### src/rtl/ifu.sv
// ifu: instruction fetch unit for the single-cycle NPC core.
// Owns the PC, fetches one instruction at a time over a valid/ready
// instruction-memory interface and holds inst/pc for the core until commit.
//
// Ports:
//   clk, rst_n                 clock, asynchronous active-low reset
//   imem_req_valid/ready       fetch request handshake, imem_addr = pc
//   imem_resp_valid/data/err   fetch response, err marks an access fault
//   inst, inst_valid, pc, snpc instruction handed to decode (snpc = pc + 4)
//   commit, pc_src, alu_result core commit and next-PC selection
//   halt                       ebreak: stop after this commit
//   fetch_err                  sticky fetch fault flag
//
// Optional feature: define IFU_ALIGN_CHECK_EN to trap jump targets that are
// not 4-byte aligned (target[1] set) instead of fetching from them.
module ifu #(
   parameter logic [31:0] RESET_PC = 32'h8000_0000,
   parameter logic [31:0] NOP_INST = 32'h0000_0013
) (
   input  logic        clk,
   input  logic        rst_n,
   output logic        imem_req_valid,
   input  logic        imem_req_ready,
   output logic [31:0] imem_addr,
   input  logic        imem_resp_valid,
   input  logic [31:0] imem_resp_data,
   input  logic        imem_resp_err,
   output logic [31:0] inst,
   output logic        inst_valid,
   output logic [31:0] pc,
   output logic [31:0] snpc,
   input  logic        commit,
   input  logic        pc_src,
   input  logic [31:0] alu_result,
   input  logic        halt,
   output logic        fetch_err
);

   localparam int unsigned XLEN = 32;

   typedef enum logic [2:0] {
      S_FETCH_IDLE,
      S_FETCH,
      S_WAIT_RESP,
      S_ISSUE,
      S_HALTED,
      S_ERROR
   } state_t;

   state_t            state_q, state_d;
   logic [XLEN-1:0]   pc_q, pc_d;
   logic [XLEN-1:0]   inst_q, inst_d;
   logic [XLEN-1:0]   target;
   logic [XLEN-1:0]   pc_plus4;
   logic              err_q, err_d;
   logic              req_q;
   logic              ivalid_q;

   // Jump target with bit0 cleared (JALR semantics).
   assign target   = {alu_result[XLEN-1:1], 1'b0};
   assign pc_plus4 = pc_q + XLEN'(4);

   // Next-state and datapath update.
   always_comb begin
      state_d = state_q;
      pc_d    = pc_q;
      inst_d  = inst_q;
      err_d   = err_q;
      case (state_q)
         S_FETCH_IDLE: state_d = S_FETCH;
         S_FETCH: begin
            // Responses arriving here are not ours and are dropped.
            if (imem_req_ready) state_d = S_WAIT_RESP;
         end
         S_WAIT_RESP: begin
            if (imem_resp_valid) begin
               if (imem_resp_err) begin
                  err_d   = 1'b1;
                  inst_d  = NOP_INST;
                  state_d = S_ERROR;
               end else begin
                  inst_d  = imem_resp_data;
                  state_d = S_ISSUE;
               end
            end
         end
         S_ISSUE: begin
            if (commit) begin
               inst_d = NOP_INST;
               if (halt) begin
                  // pc stays on the ebreak for debug.
                  state_d = S_HALTED;
               end else if (!pc_src) begin
                  pc_d    = pc_plus4;
                  state_d = S_FETCH;
               end else begin
                  pc_d    = target;
                  state_d = S_FETCH;
`ifdef IFU_ALIGN_CHECK_EN
                  if (target[1]) begin
                     err_d   = 1'b1;
                     state_d = S_ERROR;
                  end
`endif
               end
            end
         end
         S_HALTED, S_ERROR: state_d = state_q;
         default: state_d = S_FETCH_IDLE;
      endcase
   end

   // State and output registers; valids are decoded from the next state so
   // they line up with the state they describe.
   always_ff @(posedge clk or negedge rst_n) begin
      if (!rst_n) begin
         state_q  <= S_FETCH_IDLE;
         pc_q     <= RESET_PC;
         inst_q   <= NOP_INST;
         err_q    <= 1'b0;
         req_q    <= 1'b0;
         ivalid_q <= 1'b0;
      end else begin
         state_q  <= state_d;
         pc_q     <= pc_d;
         inst_q   <= inst_d;
         err_q    <= err_d;
         req_q    <= (state_d == S_FETCH);
         ivalid_q <= (state_d == S_ISSUE);
      end
   end

   assign imem_req_valid = req_q;
   assign imem_addr      = pc_q;
   assign inst           = inst_q;
   assign inst_valid     = ivalid_q;
   assign pc             = pc_q;
   assign snpc           = pc_plus4;
   assign fetch_err      = err_q;

endmodule

### config.mk
export PLATFORM = sky130hd
export DESIGN_NAME = ifu
export DESIGN_NICKNAME = d
export VERILOG_FILES = /design/src/rtl/ifu.sv
export SDC_FILE = /design/constraint.sdc
export NUM_CORES = 1
export LEC_CHECK = 0
export ABC_AREA = 1
export CAP_MARGIN = 10
export CORE_MARGIN = 1.5
export CORE_UTILIZATION = 45
export DETAILED_ROUTE_END_ITERATION = 8
export DONT_BUFFER_PORTS = 1
export SLEW_MARGIN = 40
export SYNTH_ARGS = -nofsm -noshare
export SYNTH_HDL_FRONTEND = slang
export SYNTH_SLANG_ARGS = --single-unit
### constraint.sdc
create_clock -name clk -period 1.5 [get_ports clk]
set_input_delay 0.3 -clock clk [delete_from_list [all_inputs] [get_ports clk]]
set_output_delay 0.3 -clock clk [all_outputs]
set_load 0.01 [all_outputs]
==> out/qor.csv <==
stage;metric;value;unit
outcome;failing checks;negative hold slack, negative setup slack;
critical_path;R2R Path End;imem_addr[10];
cts;H-tree level count;3;
layout;Final Instance Area;5379;sq um
global_routing;first-pass GRT wire length;18.59;mm
sta;setup ws final;-0.5380;ns
critical_path;CP Class;reg -> out;
floorplanning;I/O pin count;203;
sta;# setup viols final;48;
floorplanning;die span in y;100.1;um
synthesis;synthesis-stage register bit count;69;
critical_path;RR Startpoint;imem_addr[3];
pwr;Pwr Density;1947;nW/um^2
critical_path;CP peak stage delay;0.42;ns
synthesis;Warnings, synthesis;0;
cts;Inserted Clock Buffers;9;
floorplanning;Die Area;10020;sq um
detailed_routing;Iter 0 DRT Violations;123;
cts;clk slew on worst S/H paths;0.09;ns
place;GPL Wtd Cong;0.9051;
run;max cap viols;0;
critical_path;Critical Path RT;1.20;ns
synthesis;Mapped Cells;590;
layout;Layout area overhead;26.81;%
critical_path;Slowest-stage cell, CP;dfrtp_1;
pwr;VDD IR max;0.8510;mV
sta;RSZ-0062 raised after global routing;yes;
detailed_routing;WL/cell;16.49;um
floorplanning;initial core utilization;46.12;%
detailed_routing;DRT antenna net count;0;
global_routing;All-Layer GR Usage;23.83;%
critical_path;Setup crit end kind;output port;
cts;Clock Latency Late Sink;0.34;ns
critical_path;r2r setup slk;-0.11;ns
pwr;Pleak;2.684;nW
critical_path;CP Cell Sequence;buf_6 > nand2_2 > nor2_4 > nand2_4 > buf_12 > nor2_4 > nand3_1 > nand2_2;
critical_path;Crit path arrival time;1.74;ns
cts;CTS tree;done;
detailed_routing;Residual DRC;0;
sta;min cycle time layout;2.038;ns
place;DP Wirelength;8.593;mm
sta;Fin. Hold Viols;69;
cts;clock buffer depth;2;
critical_path;Critical Path Start Type;flop;
min_path;worst hold path class;in -> async;
layout;Fill cells;877;
global_routing;initial antenna violation count;0;
sta;Slew Viols, Final;0;
synthesis;sequential-to-total area share from yosys stat;40.83;%
synthesis;Mapped Area;4242;sq um
layout;antenna cell count;0;
synthesis;syn_area_per_cell;7.189;sq um
place;IO buf count;0;
place;DP Area;4653;sq um
global_routing;largest net degree at the start of global routing;70;
global_routing;vias in the first global route;3796;
detailed_routing;1st-pass router iterations;4;
layout;commonest non-fill, non-tap cells in the layout;nand2_1, nand3_1, buf_4, dfrtp_1, inv_1;
critical_path;Crit Path Max Fanout;4;
detailed_routing;Vias;3895;
sta;Min Hold Slack;-0.3566;ns
synthesis;Cell variety after synth;33;
sta;setup tns final;-13.62;ns
sta;Fin Clk Skew;0.01199;ns
floorplanning;row count;35;
layout;most common cell after layout, fill and taps aside;nand2_1;
sta;Achievable Freq;490.7;MHz
floorplanning;Chip Width;100.1;um
floorplanning;core area;9196;sq um
detailed_routing;vias per cell;5.186;
layout;Nets;708;
layout;layout cells sized above 1;30.00;%
critical_path;R2R depth;10;
cts;clock root buffer;clkbuf_8;
cts;CTS Sinks;69;
detailed_routing;final WL;12.38;mm
outcome;status;finished with violations;
sta;Final period util;135.9;%
global_routing;grt total ovfl;0;
## critical path: cells and delay by family (launching register included)
family,cells,cell delay (ns)
and+or+nand+nor,6,0.70
DFF,1,0.42
buffers and inverters,2,0.27
## stage by stage
step	setup WS (ns)	power (W)	hold slack, ns	util [%]	std cells
4_1_cts	-0.5277	0.01023	-0.3773	55.71	741
3_3_place_gp	-0.1683	0.007864	0.007160	50.60	720
2_1_floorplan	-0.1259	0.006754	0.004409	-	592
6_report	-0.5380	0.01047	-0.3566	58.49	751
5_1_grt	-0.6216	0.01120	-0.3830	58.49	751
3_5_place_dp	-0.2063	0.007991	0.007129	50.60	720
## report_power, final
| part | total, W | internal (W) | switching, W |
|---|---|---|---|
| Sequential | 0.00350 | 0.00264 | 0.000854 |
| Clock | 0.00175 | 0.000946 | 0.000801 |
| Combinational | 0.00523 | 0.00219 | 0.00304 |
| Total | 0.0105 | 0.00578 | 0.00470 |
## how the worst max path moves through the flow
stage	from	endpoint	slack (ns)	cells past startpoint
6_report	imem_addr[3]	snpc[29]	-0.54	8
2_1_floorplan	imem_addr[3]	snpc[18]	-0.13	6
3_3_place_gp	imem_addr[3]	snpc[18]	-0.17	7
5_1_grt	imem_addr[3]	snpc[19]	-0.62	8
3_5_place_dp	imem_addr[3]	snpc[22]	-0.21	7
4_1_cts	imem_addr[3]	snpc[26]	-0.53	8
## Yosys cell counts, drive strengths merged
library cell	count	share of area [%]
nand2	226	20
nand3	77	9.2
dfrtp	65	38
nor2	57	6.7
buf	52	8.9
inv	50	4.4
xor2	12	2.5
o21ai	11	1.3
and2	6	0.89
a21oi	5	0.59
nand3b	5	0.89
nor3	5	0.94
dfstp	4	2.5
o211ai	3	0.53
xnor2	3	0.62
clkbuf	2	0.18
nand4	2	0.29
a21boi	1	0.18
clkinv	1	0.12
conb	1	0.088
ha	1	0.29
o22ai	1	0.15
## metal layers
metal | wire, um | up-vias | GRT usage, %
li1 | - | 1879 | -
met1 | 4947 | 1852 | 28.19
met2 | 6322 | 152 | 41.18
met3 | 968 | 12 | 7.451
met4 | 144 | 0 | 7.801
met5 | 0 | - | 0
## timing repair
item                       4_1_cts  5_1_grt
hold endpoints to repair        69       69
cloned                           0        2
gates resized for setup         42       35
pin swaps                       27       29
buffers inserted                 5       10
setup endpoints to repair       46       85
## flip-flops by register name, summed over array words and instances (netlist names)
signal          cells
fetch_err           1
imem_addr          31
inst               32
state_q             3
imem_req_valid      1
inst_valid          1
## logic make-up after synthesis
family	after synthesis	synth area share, %
and+or+nand+nor	378	39.35
other	1	0.08841
xor gates and xnor gates	15	3.097
adders and majority gates	1	0.2949
buffers and inverters	105	13.60
AOI/OAI and AO/OA	21	2.743
DFF	69	40.83
## area by class of cell
class                   count  area, sq um  area share [%]
repair buffers             86        789.5           14.68
flip-flops and latches     69         1742           32.38
inverters                  51        196.4           3.652
clock buffers               9        123.9           2.303
multi-input cells         418         2290           42.57
clock inverters             7        98.84           1.838
well taps                 111        138.9           2.582
No activity file was read; power rests on OpenSTA's default activity.
